--- config.mk ---
export PLATFORM = sky130hd
export DESIGN_NAME = shiftreg_rx_flat
export DESIGN_NICKNAME = d
export VERILOG_FILES = /design/src/rtl/shiftreg_rx_if.sv /design/src/rtl/shiftreg_rx.sv /design/src/flat_wrapper.sv
export SDC_FILE = /design/constraint.sdc
export NUM_CORES = 1
export LEC_CHECK = 0
export BUFFER_PORTS_ARGS = -buffer_cell sky130_fd_sc_hd__buf_4
export CORE_ASPECT_RATIO = 1.2
export CORE_UTILIZATION = 35
export DETAILED_ROUTE_END_ITERATION = 12
export PLACE_DENSITY = 0.48
export SYNTH_ARGS = -nofsm -noshare
export SYNTH_HDL_FRONTEND = slang
export SYNTH_SLANG_ARGS = --single-unit
--- constraint.sdc ---
create_clock -name clk -period 4.4 [get_ports clk]
set_clock_uncertainty 0.05 [all_clocks]
set_input_delay 0.66 -clock clk [delete_from_list [all_inputs] [get_ports clk]]
set_output_delay 0.66 -clock clk [all_outputs]
set_load 0.05 [all_outputs]
--- src/rtl/shiftreg_rx_if.sv ---
// rtl/shiftreg_rx_if.sv - serial-in / host-out bus of the shift-register receiver
// Signals:
//   serclk, ser_in   serial clock and data from the sender (asynchronous to clk)
//   read_rq          arm one word reception (level)
//   data_rq          pop request, rising edge pops one word
//   data             FIFO head word, 0 when empty
//   data_ready       FIFO not empty
//   busy             word reception in progress
//   level            words held in the FIFO
//   overflow         sticky: a completed word was dropped
// Modports: master = sender/host side, slave = receiver.
interface shiftreg_rx_if #(
    parameter int WIDTH = 8,
    parameter int DEPTH = 4
) ();
    logic                       serclk;
    logic                       ser_in;
    logic                       read_rq;
    logic                       data_rq;
    logic [WIDTH-1:0]           data;
    logic                       data_ready;
    logic                       busy;
    logic [$clog2(DEPTH+1)-1:0] level;
    logic                       overflow;

    modport master (
        output serclk, ser_in, read_rq, data_rq,
        input  data, data_ready, busy, level, overflow
    );

    modport slave (
        input  serclk, ser_in, read_rq, data_rq,
        output data, data_ready, busy, level, overflow
    );
endinterface

--- src/rtl/shiftreg_rx.sv ---
// rtl/shiftreg_rx.sv - oversampled serial-input shift register with output word FIFO
// Ports:
//   clk    system clock, all logic on its rising edge
//   reset  synchronous, active-high
//   bus    shiftreg_rx_if.slave (serclk, ser_in, read_rq, data_rq in;
//          data, data_ready, busy, level, overflow out)
// Parameters: WIDTH bits per word, DEPTH FIFO words (power of two),
//   MSB_FIRST (1: first bit lands in data[WIDTH-1]), SAMPLE_EDGE (1: rising).
// Build option: SHIFTREG_RX_SYNC_EN adds a two-flop synchroniser on serclk/ser_in;
//   without it a single register stage is used (serclk derived from clk).
module shiftreg_rx #(
    parameter int WIDTH       = 8,
    parameter int DEPTH       = 4,
    parameter int MSB_FIRST   = 1,
    parameter int SAMPLE_EDGE = 1
) (
    input  logic         clk,
    input  logic         reset,
    shiftreg_rx_if.slave bus
);
    localparam int   CW       = $clog2(WIDTH);
    localparam int   PW       = $clog2(DEPTH);
    localparam int   LW       = $clog2(DEPTH + 1);
    localparam logic EDGE_LVL = (SAMPLE_EDGE != 0);

    // ---------------- serial input capture ----------------
    logic sclk_sync;
    logic sin_sync;

`ifdef SHIFTREG_RX_SYNC_EN
    logic sclk_meta;
    logic sin_meta;

    always_ff @(posedge clk) begin
        sclk_meta <= bus.serclk;
        sin_meta  <= bus.ser_in;
        sclk_sync <= sclk_meta;
        sin_sync  <= sin_meta;
    end
`else
    always_ff @(posedge clk) begin
        sclk_sync <= bus.serclk;
        sin_sync  <= bus.ser_in;
    end
`endif

    // History always tracks the synchronised clock, in reset too, so the
    // first cycle after reset release can never see a false edge.
    logic sclk_hist;
    always_ff @(posedge clk) begin
        sclk_hist <= sclk_sync;
    end

    logic sample_edge;
    assign sample_edge = (sclk_sync != sclk_hist) && (sclk_sync == EDGE_LVL);

    // ---------------- word assembly FSM ----------------
    typedef enum logic {IDLE, SHIFT} state_t;

    state_t           state;
    logic [CW-1:0]    bit_cnt;
    logic [WIDTH-1:0] shreg;
    logic [WIDTH-1:0] shreg_next;
    logic             busy_q;
    logic             last_bit;
    logic             push;

    always_comb begin
        shreg_next = shreg;
        if (MSB_FIRST != 0) shreg_next = {shreg[WIDTH-2:0], sin_sync};
        else                shreg_next = {sin_sync, shreg[WIDTH-1:1]};
    end

    assign last_bit = (bit_cnt == CW'(WIDTH - 1));
    // The completed word is shreg_next on the edge that shifts its last bit.
    assign push     = (state == SHIFT) && sample_edge && last_bit;

    always_ff @(posedge clk) begin
        if (reset) begin
            state   <= IDLE;
            bit_cnt <= '0;
            shreg   <= '0;
            busy_q  <= 1'b0;
        end else begin
            case (state)
                IDLE: begin
                    if (bus.read_rq) begin
                        state   <= SHIFT;
                        busy_q  <= 1'b1;
                        bit_cnt <= '0;
                        shreg   <= '0;
                    end
                end
                SHIFT: begin
                    if (sample_edge) begin
                        shreg <= shreg_next;
                        if (last_bit) begin
                            state   <= IDLE;
                            busy_q  <= 1'b0;
                            bit_cnt <= '0;
                        end else begin
                            bit_cnt <= bit_cnt + CW'(1);
                        end
                    end
                end
                default: state <= IDLE;
            endcase
        end
    end

    // ---------------- pop request edge detect ----------------
    logic rq_q;
    logic rq_prev;
    logic pop_req;

    always_ff @(posedge clk) begin
        if (reset) begin
            rq_q    <= 1'b0;
            rq_prev <= 1'b0;
        end else begin
            rq_q    <= bus.data_rq;
            rq_prev <= rq_q;
        end
    end

    assign pop_req = rq_q & ~rq_prev;

    // ---------------- output FIFO ----------------
    logic [WIDTH-1:0] mem [DEPTH];
    logic [PW-1:0]    wr_ptr;
    logic [PW-1:0]    rd_ptr;
    logic [LW-1:0]    count;
    logic             ovf_q;
    logic             full;
    logic             pop_ok;
    logic             push_ok;

    assign full    = (count == LW'(DEPTH));
    assign pop_ok  = pop_req && (count != '0);
    // A simultaneous pop frees the slot, so a push at full still fits.
    assign push_ok = push && (!full || pop_ok);

    always_ff @(posedge clk) begin
        if (push_ok) mem[wr_ptr] <= shreg_next;
    end

    always_ff @(posedge clk) begin
        if (reset) begin
            wr_ptr <= '0;
            rd_ptr <= '0;
            count  <= '0;
            ovf_q  <= 1'b0;
        end else begin
            if (push_ok) wr_ptr <= wr_ptr + PW'(1);
            if (pop_ok)  rd_ptr <= rd_ptr + PW'(1);
            if (push_ok && !pop_ok)      count <= count + LW'(1);
            else if (!push_ok && pop_ok) count <= count - LW'(1);
            if (push && !push_ok) ovf_q <= 1'b1;
        end
    end

    assign bus.data       = (count != '0) ? mem[rd_ptr] : '0;
    assign bus.data_ready = (count != '0);
    assign bus.busy       = busy_q;
    assign bus.level      = count;
    assign bus.overflow   = ovf_q;
endmodule
--- src/flat_wrapper.sv ---
// flat-port wrapper written by rule: the top's interface ports become plain ports
module shiftreg_rx_flat 
#(
    parameter int WIDTH       = 8,
    parameter int DEPTH       = 4,
    parameter int MSB_FIRST   = 1,
    parameter int SAMPLE_EDGE = 1
)
  (clk, reset, bus_serclk, bus_ser_in, bus_read_rq, bus_data_rq, bus_data, bus_data_ready, bus_busy, bus_level, bus_overflow);
  shiftreg_rx_if #(.WIDTH(WIDTH), .DEPTH(DEPTH)) bus_i ();
  input  logic clk;
  input  logic reset;
  input wire logic [$bits(bus_i.serclk)-1:0] bus_serclk;
  input wire logic [$bits(bus_i.ser_in)-1:0] bus_ser_in;
  input wire logic [$bits(bus_i.read_rq)-1:0] bus_read_rq;
  input wire logic [$bits(bus_i.data_rq)-1:0] bus_data_rq;
  output wire logic [$bits(bus_i.data)-1:0] bus_data;
  output wire logic [$bits(bus_i.data_ready)-1:0] bus_data_ready;
  output wire logic [$bits(bus_i.busy)-1:0] bus_busy;
  output wire logic [$bits(bus_i.level)-1:0] bus_level;
  output wire logic [$bits(bus_i.overflow)-1:0] bus_overflow;
  assign bus_i.serclk = bus_serclk;
  assign bus_i.ser_in = bus_ser_in;
  assign bus_i.read_rq = bus_read_rq;
  assign bus_i.data_rq = bus_data_rq;
  assign bus_data = bus_i.data;
  assign bus_data_ready = bus_i.data_ready;
  assign bus_busy = bus_i.busy;
  assign bus_level = bus_i.level;
  assign bus_overflow = bus_i.overflow;
  shiftreg_rx #(.WIDTH(WIDTH), .DEPTH(DEPTH), .MSB_FIRST(MSB_FIRST), .SAMPLE_EDGE(SAMPLE_EDGE)) u_core (.clk(clk), .reset(reset), .bus(bus_i));
endmodule
==> results of run 1 <==
## cells in the mapped netlist (all sizes together)
| library cell | number |
|---|---|
| clkbuf | 6 |
| o31ai | 1 |
| a211oi | 2 |
| edfxtp | 32 |
| buf | 2 |
| mux4 | 8 |
| fa | 1 |
| nand2 | 9 |
| nand4b | 1 |
| or3 | 2 |
| or2 | 1 |
| xor2 | 2 |
| and2 | 4 |
| nor3b | 1 |
| nor2 | 6 |
| a21oi | 14 |
| a221oi | 1 |
| nor2b | 10 |
| mux2i | 2 |
| nand3b | 1 |
| dfxtp | 27 |
| o21ai | 2 |
| nand2b | 4 |
| a41oi | 1 |
| ha | 7 |
| or4 | 1 |
| inv | 7 |
| mux2 | 1 |
| nor3 | 1 |
| and3b | 1 |
| nand3 | 10 |
## worst paths after layout
kind,startpoint,end
setup / recovery,u_core.bus.level[0],u_core.bus.level[2]
hold / removal,u_core.sclk_sync,u_core.sclk_hist
setup reg to reg,u_core.bus.level[0],u_core.bus.level[2]
hold reg to reg,u_core.sclk_sync,u_core.sclk_hist
## placed cells by master, fill, tap and decap left out
| cell | n |
|---|---|
| dfxtp_1 | 27 |
| nand2_1 | 9 |
| fa_1 | 1 |
| nand3_1 | 10 |
| clkinv_2 | 2 |
| clkinv_1 | 3 |
| or2_2 | 1 |
| mux4_2 | 8 |
| nor3b_2 | 1 |
| o31ai_1 | 1 |
| nand4b_1 | 1 |
| a211oi_4 | 1 |
| and3b_1 | 1 |
| clkinvlp_4 | 1 |
| a41oi_1 | 1 |
| o21ai_0 | 2 |
| inv_1 | 7 |
| nor2_1 | 6 |
| a221oi_1 | 1 |
| and2_1 | 4 |
| edfxtp_1 | 32 |
| mux2i_1 | 2 |
| a21oi_1 | 14 |
| mux2_4 | 1 |
| a211oi_1 | 1 |
| nor3_2 | 1 |
| or3_1 | 2 |
| or4_1 | 1 |
| buf_4 | 19 |
| clkbuf_8 | 9 |
| ha_1 | 7 |
| nand2b_1 | 3 |
| xor2_1 | 2 |
| nand2b_4 | 1 |
| bufinv_16 | 1 |
| nor2b_1 | 10 |
| nand3b_2 | 1 |
## flip-flops by register name (all words and copies together), names as in the netlist, 2 cells and up, named ones only
| name | flops |
|---|---|
| u_core.rd_ptr | 2 |
| u_core.shreg | 7 |
| u_core.bit_cnt | 3 |
| u_core.bus.level | 3 |
| u_core.wr_ptr | 2 |
| u_core.mem | 32 |
## per-stage QoR
| step | setup WS (ps) | cell area, sq um | utilization [%] |
|---|---|---|---|
| 6_report | 1700 | 2740 | 42.4 |
| 5_1_grt | 1450 | 2740 | 42.4 |
| 4_1_cts | 1640 | 2740 | 42.4 |
| 3_3_place_gp | 1840 | 2550 | 39.6 |
| 2_1_floorplan | 1820 | 2340 | - |
| 3_5_place_dp | 1650 | 2550 | 39.6 |
## layout make-up
type | instances | area (sq um) | area share (%)
well taps | 85 | 106 | 3.89
inverters | 7 | 26.3 | 0.960
clock inverters | 7 | 58.8 | 2.15
clock buffers | 9 | 124 | 4.53
multi-input cells | 94 | 777 | 28.4
flip-flops and latches | 59 | 1500 | 54.9
repair buffers | 19 | 143 | 5.21
## worst register-to-register path, delay by kind of cell (launching register included)
family                   cells  cell delay [ps]
buffers and inverters        1               60
AO/OA/AOI/OAI                1              180
flip-flops                   1              390
adder cells (fa/ha/maj)      2              540
XOR/XNOR                     1              160
AND/OR/NAND/NOR              3             1240
## report_power, final
group | switching (mW) | total, mW | internal [mW]
clock network | 0.205 | 0.458 | 0.253
registers | 0.00364 | 0.583 | 0.580
logic | 0.0137 | 0.0213 | 0.00752
total | 0.222 | 1.06 | 0.840
## kinds of logic (layout without fill, tap and decap cells)
logic type | count (synthesis) | in the layout | share of synthesized area (%)
flip-flops | 59 | 59 | 64.2
AND/OR/NAND/NOR | 52 | 52 | 13.0
adder cells (fa/ha/maj) | 8 | 8 | 4.60
buffers and inverters | 15 | 42 | 2.52
multiplexers | 11 | 11 | 9.21
AO/OA/AOI/OAI | 21 | 21 | 5.68
XOR/XNOR | 2 | 2 | 0.750
## metal layers
layer / up-vias / track usage [%] / wire length (microns)
li1: 651 / - / -
met1: 665 / 16.9 / 1890
met2: 23 / 21.4 / 2060
met3: 11 / 4.22 / 137
met4: 0 / 8.65 / 122
met5: - / 0 / 0
==> metrics.md, run 1 <==
| Metric | Value |
|---|---|
| Status | completed |
| Antenna violations before repair | 0 |
| Cells along the critical path | nor3_2, or2_2, ha_1, inv_1, fa_1, xor2_1, or3_1, a21oi_1 |
| Root Buffer | clkbuf_8 |
| Register area share after synthesis | 64.2% |
| Fill cells | 608 |
| Pwr/cell area | 388 nW/um^2 |
| TritonCTS Buffers | 9 |
| Row count | 32 |
| Synth Instances | 168 |
| CTS Sinks | 59 |
| Total number of vias | approximately 1400 |
| Die Wd | 76.6 microns |
| Area grow syn2layout | 17.1% |
| Max FO, Critical Path | 14 |
| Netlist cell types | 33 |
| Max cap viols | 0 |
| Die Footprint | 7010 sq um |
| Mapped cell area | 2340 sq um |
| Min Clock Period, post-route | 2700 ps |
| GRT Util Overall | 13.9% |
| RSZ-0062 raised after global routing | no |
| Worst Path Buf+Inv | 1 |
| Largest net degree at the start of global routing | 26 |
| HP Class | reg2reg |
| # IOs | 20 |
| Final wirelength | 4210 microns |
| Clock-pin slew on the worst setup and hold paths | 60 ps |
| Rel. slew slack | 46.1% |
| Fin cells | 280 |
| Leakage power | approximately 0.97 nW |
| # Post-CTS Setup Buffers | 0 |
| Placed cell count | 264 |
| Post-CTS Hold Buffers | 0 |
| Final hold vios | 0 |
| VDD IR-drop max | 172 uV |
| Iter 0 DRT Violations | 86 |
| Vias in the first global route | 1386 |
| Residual DRC | 0 |
| Die Ht | between 90 and 100 microns |
| Diode count | 0 |
| FF+latch count, synth | 59 |
| WP data arrival | a little under 3000 ps |
| Critical path required time | approximately 4600 ps |
| Largest area contributor in the synthesized netlist | edfxtp_1 |
| Net Count, Synth | 182 |
| Syn avg cell area | 13.9 sq um |
| Nets | 204 |
| Yosys warning total | 0 |
| Wire length of the first global-routing pass | roughly 7000 microns |
| Post-DP HPWL | 2800 microns |
| Max-slew violations | 0 |
| Crit. path cell count | 8 |
| Hold path depth | 0 |
| Core ar. | about 6400 sq um |
| Pre-Repair DR Iteration Count | 4 |
| Post-CTS Resized | 0 |
| Hold slack | 339 ps |
| Worst-margin pin slew | ~800 ps |
| R2R depth | 8 |
| Number of port buffers | 19 |
| Type of origin of the critical path | flop |
| Flop2flop setup slack | 1700 ps |
| ANT nets after route | 0 |
| Share of post-route cells with drive strength above 1 | 24.1% |
| Period utilization | 61.3% |
| Initial Util | between 30% and 40% |
| Setup crit end kind | flop |
| GRT overflow | 0 |
| Critical path's top delay family | simple AND/OR/NAND/NOR gates |
| Pwr Total | 1.06 mW |
| Avg WL per Cell | approximately 15 microns |
| Slowest-stage cell, CP | nor3_2 |
| FMAX | 371 MHz |
| CP Class | reg2reg |
| Share of the synthesized area in the top cell type | 41.1% |
| Vias per cell | 4.82 |
| Bufs on Longest Clock Path | 2 |
| Ranking of synthesized cells by area | edfxtp_1 (41%), dfxtp_1 (23%), mux4_2 (7.7%) |
| Slowest cell delay on critical path | 700 ps |
| Final GP Congestion | between 0.6 and 0.7 |
| Final setup violation count | 0 |
| H-tree lvl count | 3 |
| Setup TNS | 0 ps |
| CTS tree | built |
| Worst-Skew Late Latency | 330 ps |
No activity file was read; power rests on OpenSTA's default activity.
==> inputs of run 2 (changes only) <==
--- a/config.mk
+++ b/config.mk
@@ -9,7 +9,7 @@
 export CORE_ASPECT_RATIO = 1.2
 export CORE_UTILIZATION = 35
 export DETAILED_ROUTE_END_ITERATION = 12
-export PLACE_DENSITY = 0.48
+export PLACE_DENSITY = 0.49
 export SYNTH_ARGS = -nofsm -noshare
 export SYNTH_HDL_FRONTEND = slang
 export SYNTH_SLANG_ARGS = --single-unit
==> constraint.sdc (replaced) <==
create_clock -name clk -period 2.2 [get_ports clk]
set_clock_uncertainty 0.05 [all_clocks]
set_input_delay 0.33 -clock clk [delete_from_list [all_inputs] [get_ports clk]]
set_output_delay 0.33 -clock clk [all_outputs]
set_load 0.05 [all_outputs]
==> run 2 against run 1 <==
  * Sequential share of layout area down 2.0 points
  * Routed wire length down 1.1%
  * Non-clock buffer count up 8
  * Die area unchanged
  * Worst hold slack worse by 290 ps
  * Total power up 110%
  * Sequential power up 99%
  * Worst setup slack worse by 1700 ps
  * Clock power up 120%
  * Utilization up 2.1 points
  * Global-route usage up 0.12 points
  * Largest cell class unchanged
==> metrics.md, run 2 (synthesized netlist as in run 1, its figures left out) <==
| Metric | Value |
|---|---|
| Slowest cell delay on critical path | about 360 ps |
| Biggest register | u_core.mem |
| Leakage power | 1.02 nW |
| Commonest non-fill, non-tap cells in the layout | edfxtp_1 (32), buf_4 (27), dfxtp_1 (22) |
| Vias in the first global route | roughly 1500 |
| Wire length of the first global-routing pass | 7150 microns |
| Pwr/cell area | 778 nW/um^2 |
| Die Footprint | 7010 sq um |
| Die Wd | 76.6 microns |
| Iter 0 DRT Violations | 55 |
| GRT Util Overall | 14.0% |
| ANT nets after route | 0 |
| Final GP Congestion | 0.689 |
| GRT overflow | 0 |
| Worst-Skew Late Latency | 330 ps |
| Row count | 32 |
| Avg WL per Cell | 14.4 microns |
| H-tree lvl count | 3 |
| Critical path required time | 2410 ps |
| Total number of vias | 1360 |
| Largest register FFs | 32 |
| Number of port buffers | 19 |
| Clock-pin slew on the worst setup and hold paths | 70 ps |
| Max cap viols | 0 |
| Post-DP HPWL | 2870 microns |
| Bufs on Longest Clock Path | 2 |
| Period utilization | between 90 and 100% |
| Min Clock Period, post-route | 2180 ps |
| Largest net degree at the start of global routing | 26 |
| Top flop regs | u_core.mem: 32 flops, u_core.shreg: 7 flops |
| RSZ-0062 raised after global routing | yes |
| Antenna violations before repair | 0 |
| Die Ht | between 90 and 100 microns |
| # IOs | 20 |
| Worst-margin pin slew | between 400 and 500 ps |
| Initial Util | approximately 36% |
| Nets | between 200 and 250 |
| Critical Path Source | u_core.bit_cnt[1] |
| Fin cells | 288 |
| CP Class | reg2reg |
| Placed cell count | 269 |
| Root Buffer | clkbuf_8 |
| WP data arrival | 2390 ps |
| Worst Path Buf+Inv | 2 |
| TritonCTS Buffers | 9 |
| Slowest-stage cell, CP | dfxtp_4 |
| Most common cell after layout, fill and taps aside | edfxtp_1 |
| Setup crit end kind | flop |
| Status | completed |
| FMAX | 458 MHz |
| Max FO, Critical Path | 2 |
| Max-slew violations | 0 |
| Hold Path Origin | bus_ser_in |
| Final hold vios | 0 |
| Type of origin of the critical path | flop |
| VDD IR-drop max | between 400 and 500 uV |
| Core ar. | 6450 sq um |
| Final wirelength | 4160 microns |
| Critical path's top delay family | adder cells |
| Diode count | 0 |
| Share of post-route cells with drive strength above 1 | 34.0% |
| CTS tree | built |
| Final setup violation count | 0 |
| Vias per cell | 4.72 |
| CTS Sinks | 59 |
| Area grow syn2layout | 22.9% |
| Cells along the critical path | ha_4, ha_4, inv_2, a211oi_4, ha_2, inv_2, fa_2, xor2_1, or3_1, a21oi_2 |
| Rel. slew slack | between 60% and 70% |
| Final core utilization | roughly 45% |
| Residual DRC | 0 |
| HP Class | in2reg |
| Critical R2R Launch | u_core.bit_cnt[1] |
| Pre-Repair DR Iteration Count | 4 |
[run 2: cell types whose count changed in the layout (fill, tap and decap cells not counted), sizes merged]
cell | previous run | this run
buf | 19 | 27
bufinv | 1 | 2
clkbuf | 9 | 10
clkinv | 5 | 4
clkinvlp | 1 | 0
[run 2: where the power goes]
group	switching (mW)	internal, mW
registers	0.00722	1.15
logic	0.0278	0.0163
clock network	0.399	0.629
[run 2: area by class of cell]
type	instances	area [sq um]
clock buffer	10	128
fill	585	3570
timing repair buffer	27	203
multi-input combinational	94	811
tap	85	106
sequential	59	1520
clock inverter	6	80.1
inverter	7	26.3
[run 2: stage by stage]
stage / power (mW) / setup slack (ps) / instance area, sq um / setup TNS, ps / hold slack, ps
finish: 2.23 / 15.6 / 2870 / 0 / 47.3
CTS: 2.26 / 12.2 / 2870 / 0 / 35.1
floorplan: 1.21 / -67.7 / 2380 / -67.7 / 308
global route: 2.33 / -70.6 / 2870 / -70.6 / 21.0
detailed placement: 1.23 / -54.9 / 2640 / -54.9 / 322
global placement: 1.23 / 51.1 / 2640 / 0 / 319
[run 2: path summary, 6_finish.rpt]
| path | endpoint | slack, ps | depth (start not counted) |
|---|---|---|---|
| max | u_core.bus.level[2] | 20 | 10 |
| min | u_core.sin_sync | 50 | 1 |
| max reg2reg | u_core.bus.level[2] | 20 | 10 |
| min reg2reg | u_core.sclk_hist | 330 | 0 |
[run 2: routing by layer]
layer	vias to the layer above	share of wire, %	global-route usage, %
li1	668	-	-
met1	651	44	15.6
met2	33	51	23.3
met3	8	3.5	6.13
met4	0	1.8	5.93
met5	-	0	0
[run 2: timing repair]
item | in CTS | in global routing
pin swaps | 3 | 1
resized for setup | 1 | 1
setup endpoints to repair | 1 | 1
gates cloned | 0 | 0
setup buffers | 3 | 0
hold buffers | 0 | 0
hold endpoints to repair | 0 | 0
==> inputs of run 3 (changes only) <==
--- a/config.mk
+++ b/config.mk
@@ -6,9 +6,11 @@
 export NUM_CORES = 1
 export LEC_CHECK = 0
 export BUFFER_PORTS_ARGS = -buffer_cell sky130_fd_sc_hd__buf_4
+export CAP_MARGIN = 0
 export CORE_ASPECT_RATIO = 1.2
 export CORE_UTILIZATION = 35
 export DETAILED_ROUTE_END_ITERATION = 12
+export GPL_TIMING_DRIVEN = 0
 export PLACE_DENSITY = 0.49
 export SYNTH_ARGS = -nofsm -noshare
 export SYNTH_HDL_FRONTEND = slang
==> run 3 against run 2 <==
  * The run now ends with setup timing left
  * Utilization shrank 0.39 points
  * Maximum frequency decreased by 3.3%
  * Worst hold slack improved by 1.3 ps
  * Worst setup slack worse by 74 ps
  * Total power is 9.0% lower
  * Critical endpoint unchanged
  * Sequential cell count did not move
  * Sequential share of layout area is 0.38 points higher
  * Routed wire length increased by 1.6%
==> metrics.md, run 3 (synthesized netlist as in run 1, its figures left out) <==
| Metric | Value |
|---|---|
| R2R depth | 10 |
| Global routing's busiest layer | met2 |
| Clock-pin slew on the worst setup and hold paths | ~60 ps |
| Bufs on Longest Clock Path | 2 |
| Die Wd | 76.6 microns |
| FMAX | 443 MHz |
| WP data arrival | around 2500 ps |
| RSZ-0062 raised after global routing | yes |
| Most common cell after layout, fill and taps aside | edfxtp_1 |
| Rel. slew slack | 64.9% |
| Die Ht | 91.5 microns |
| Final setup margin | -58.3 ps |
| Min Clock Period, post-route | 2260 ps |
| HP Class | in2reg |
| # IOs | 20 |
| Met2 Use GR | 25.3% |
| Initial Util | 36.3% |
| Slowest cell delay on critical path | 350 ps |
| Type of origin of the critical path | flop |
| Final core utilization | 44.2% |
| CTS Sinks | 59 |
| Post-DP Area | 2630 sq um |
| Top flop regs | u_core.mem: 32 flops, u_core.shreg: 7 flops |
| Vias in the first global route | 1498 |
| Post-CTS Hold Buffers | 0 |
| Leakage power | between 1 and 1.5 nW |
| Antenna violations before repair | 0 |
| Final GP Congestion | 0.774 |
| Max cap viols | 0 |
| Diode count | 0 |
| CP Class | reg2reg |
| Worst-Skew Late Latency | 330 ps |
| Cells along the critical path | ha_4, ha_4, inv_2, a211oi_4, ha_2, inv_2, fa_2, xor2_1, or3_1, a21oi_2 |
| Worst hold endpoint | u_core.sclk_sync |
| Avg WL per Cell | 14.5 microns |
| Max-slew violations | 0 |
| Setup crit end kind | flop |
| Worst Path Buf+Inv | 2 |
| Grt met3 use | under 10% |
| Vias per cell | ~4.7 |
| Commonest non-fill, non-tap cells in the layout | edfxtp_1 (32), buf_4 (25), dfxtp_1 (22) |
| Die Footprint | 7010 sq um |
| Wire length of the first global-routing pass | 7090 microns |
| Hold path depth | 1 |
| Residual DRC | 0 |
| Worst-margin pin slew | 527 ps |
| Row count | 32 |
| Register area | 1520 sq um |
| Share of post-route cells with drive strength above 1 | between 30 and 40% |
| Largest net degree at the start of global routing | 11 |
| CTS tree | built |
| Nets | 216 |
| Slowest-stage cell, CP | dfxtp_2 |
| Iter 0 DRT Violations | 79 |
| Fill cells | 605 |
| Final wirelength | around 4200 microns |
| Multi-input logic area | 817 sq um |
| Status | complete, but fails checks |
| Grt met1 use | a little over an eighth |
| Biggest register | u_core.mem |
| TritonCTS Buffers | 9 |
| Critical path's top delay family | adder cells |
| Post-DP HPWL | 2900 microns |
| Core ar. | 6450 sq um |
| Pwr/cell area | 714 nW/um^2 |
| Number of port buffers | 19 |
| Critical R2R Launch | u_core.bit_cnt[1] |
| Critical path required time | approximately 2400 ps |
| Period utilization | 103% |
| Final Instance Area | 2850 sq um |
| ANT nets after route | 0 |
| Area grow syn2layout | 21.8% |
| GRT overflow | 0 |
| Final setup violation count | 1 |
| Hold Path Origin | bus_serclk |
| Max FO, Critical Path | 2 |
| Reg-to-reg endpoint | u_core.bus.level[2] |
| Flop2flop setup slack | -60 ps |
| VDD IR-drop max | 346 uV |
| Violated checks | setup timing |
| Final hold vios | 0 |
| GRT Util Overall | 14.1% |
| Root Buffer | clkbuf_8 |
| Largest register FFs | 32 |
| Pre-Repair DR Iteration Count | 4 |
| H-tree lvl count | 3 |
| Total number of vias | ~1400 |
| Pwr Total | between 2 and 2.5 mW |
==> run 3: cell count changes in the layout (fill, tap and decap cells not counted), sizes merged <==
cell / previous run / this run
clkbuf: 10 / 21
buf: 27 / 26
bufinv: 2 / 0
clkinv: 4 / 0
==> run 3: worst max path at each step <==
stage / startpoint / end / slack (ps) / cells past startpoint
detailed placement: u_core.bit_cnt[0] / u_core.bus.level[2] / -350 / 10
global route: u_core.bit_cnt[1] / u_core.bus.level[2] / -190 / 10
global placement: u_core.bit_cnt[0] / u_core.bus.level[2] / -240 / 10
floorplan: u_core.bit_cnt[1] / u_core.bus.level[2] / -70 / 10
CTS: u_core.bit_cnt[1] / u_core.bus.level[2] / -80 / 10
finish: u_core.bit_cnt[1] / u_core.bus.level[2] / -60 / 10
==> run 3: repair_timing <==
action	in CTS	in global routing
setup buffers	5	0
endpoints found under the setup margin	10	9
gates resized for setup	4	1
pin swaps	3	1
==> run 3: cell type report <==
type	count	share of cell area, %
multi-input combinational	94	28.7
buffer	7	1.45
clock buffer	16	5.63
inverter	7	0.923
sequential	59	53.2
tap	85	3.74
timing repair buffer	24	6.33
==> run 3: routing by layer <==
metal / vias to the layer above / share of wire, %
li1: 676 / -
met3: 6 / 3.8
met4: 0 / 1.7
met2: 28 / 53
met1: 675 / 42
met5: - / 0
==> run 3: stage by stage <==
stage          TNS, ps  setup slack (ps)  hold WS (ps)  std cells
3_3_place_gp      -243              -243           318        272
3_5_place_dp      -382              -346           332        272
5_1_grt           -190              -190          23.8        292
6_report         -58.3             -58.3          48.6        292
4_1_cts          -75.1             -75.1          30.9        293
2_1_floorplan    -67.7             -67.7           308        168
==> run 3: power by group <==
part / switching (mW) / leakage, nW / internal (mW) / total [mW]
sequential: 0.00700 / 0.518 / 1.16 / 1.16
clock: 0.380 / 0.0790 / 0.443 / 0.823
combinational: 0.0288 / 0.405 / 0.0174 / 0.0462
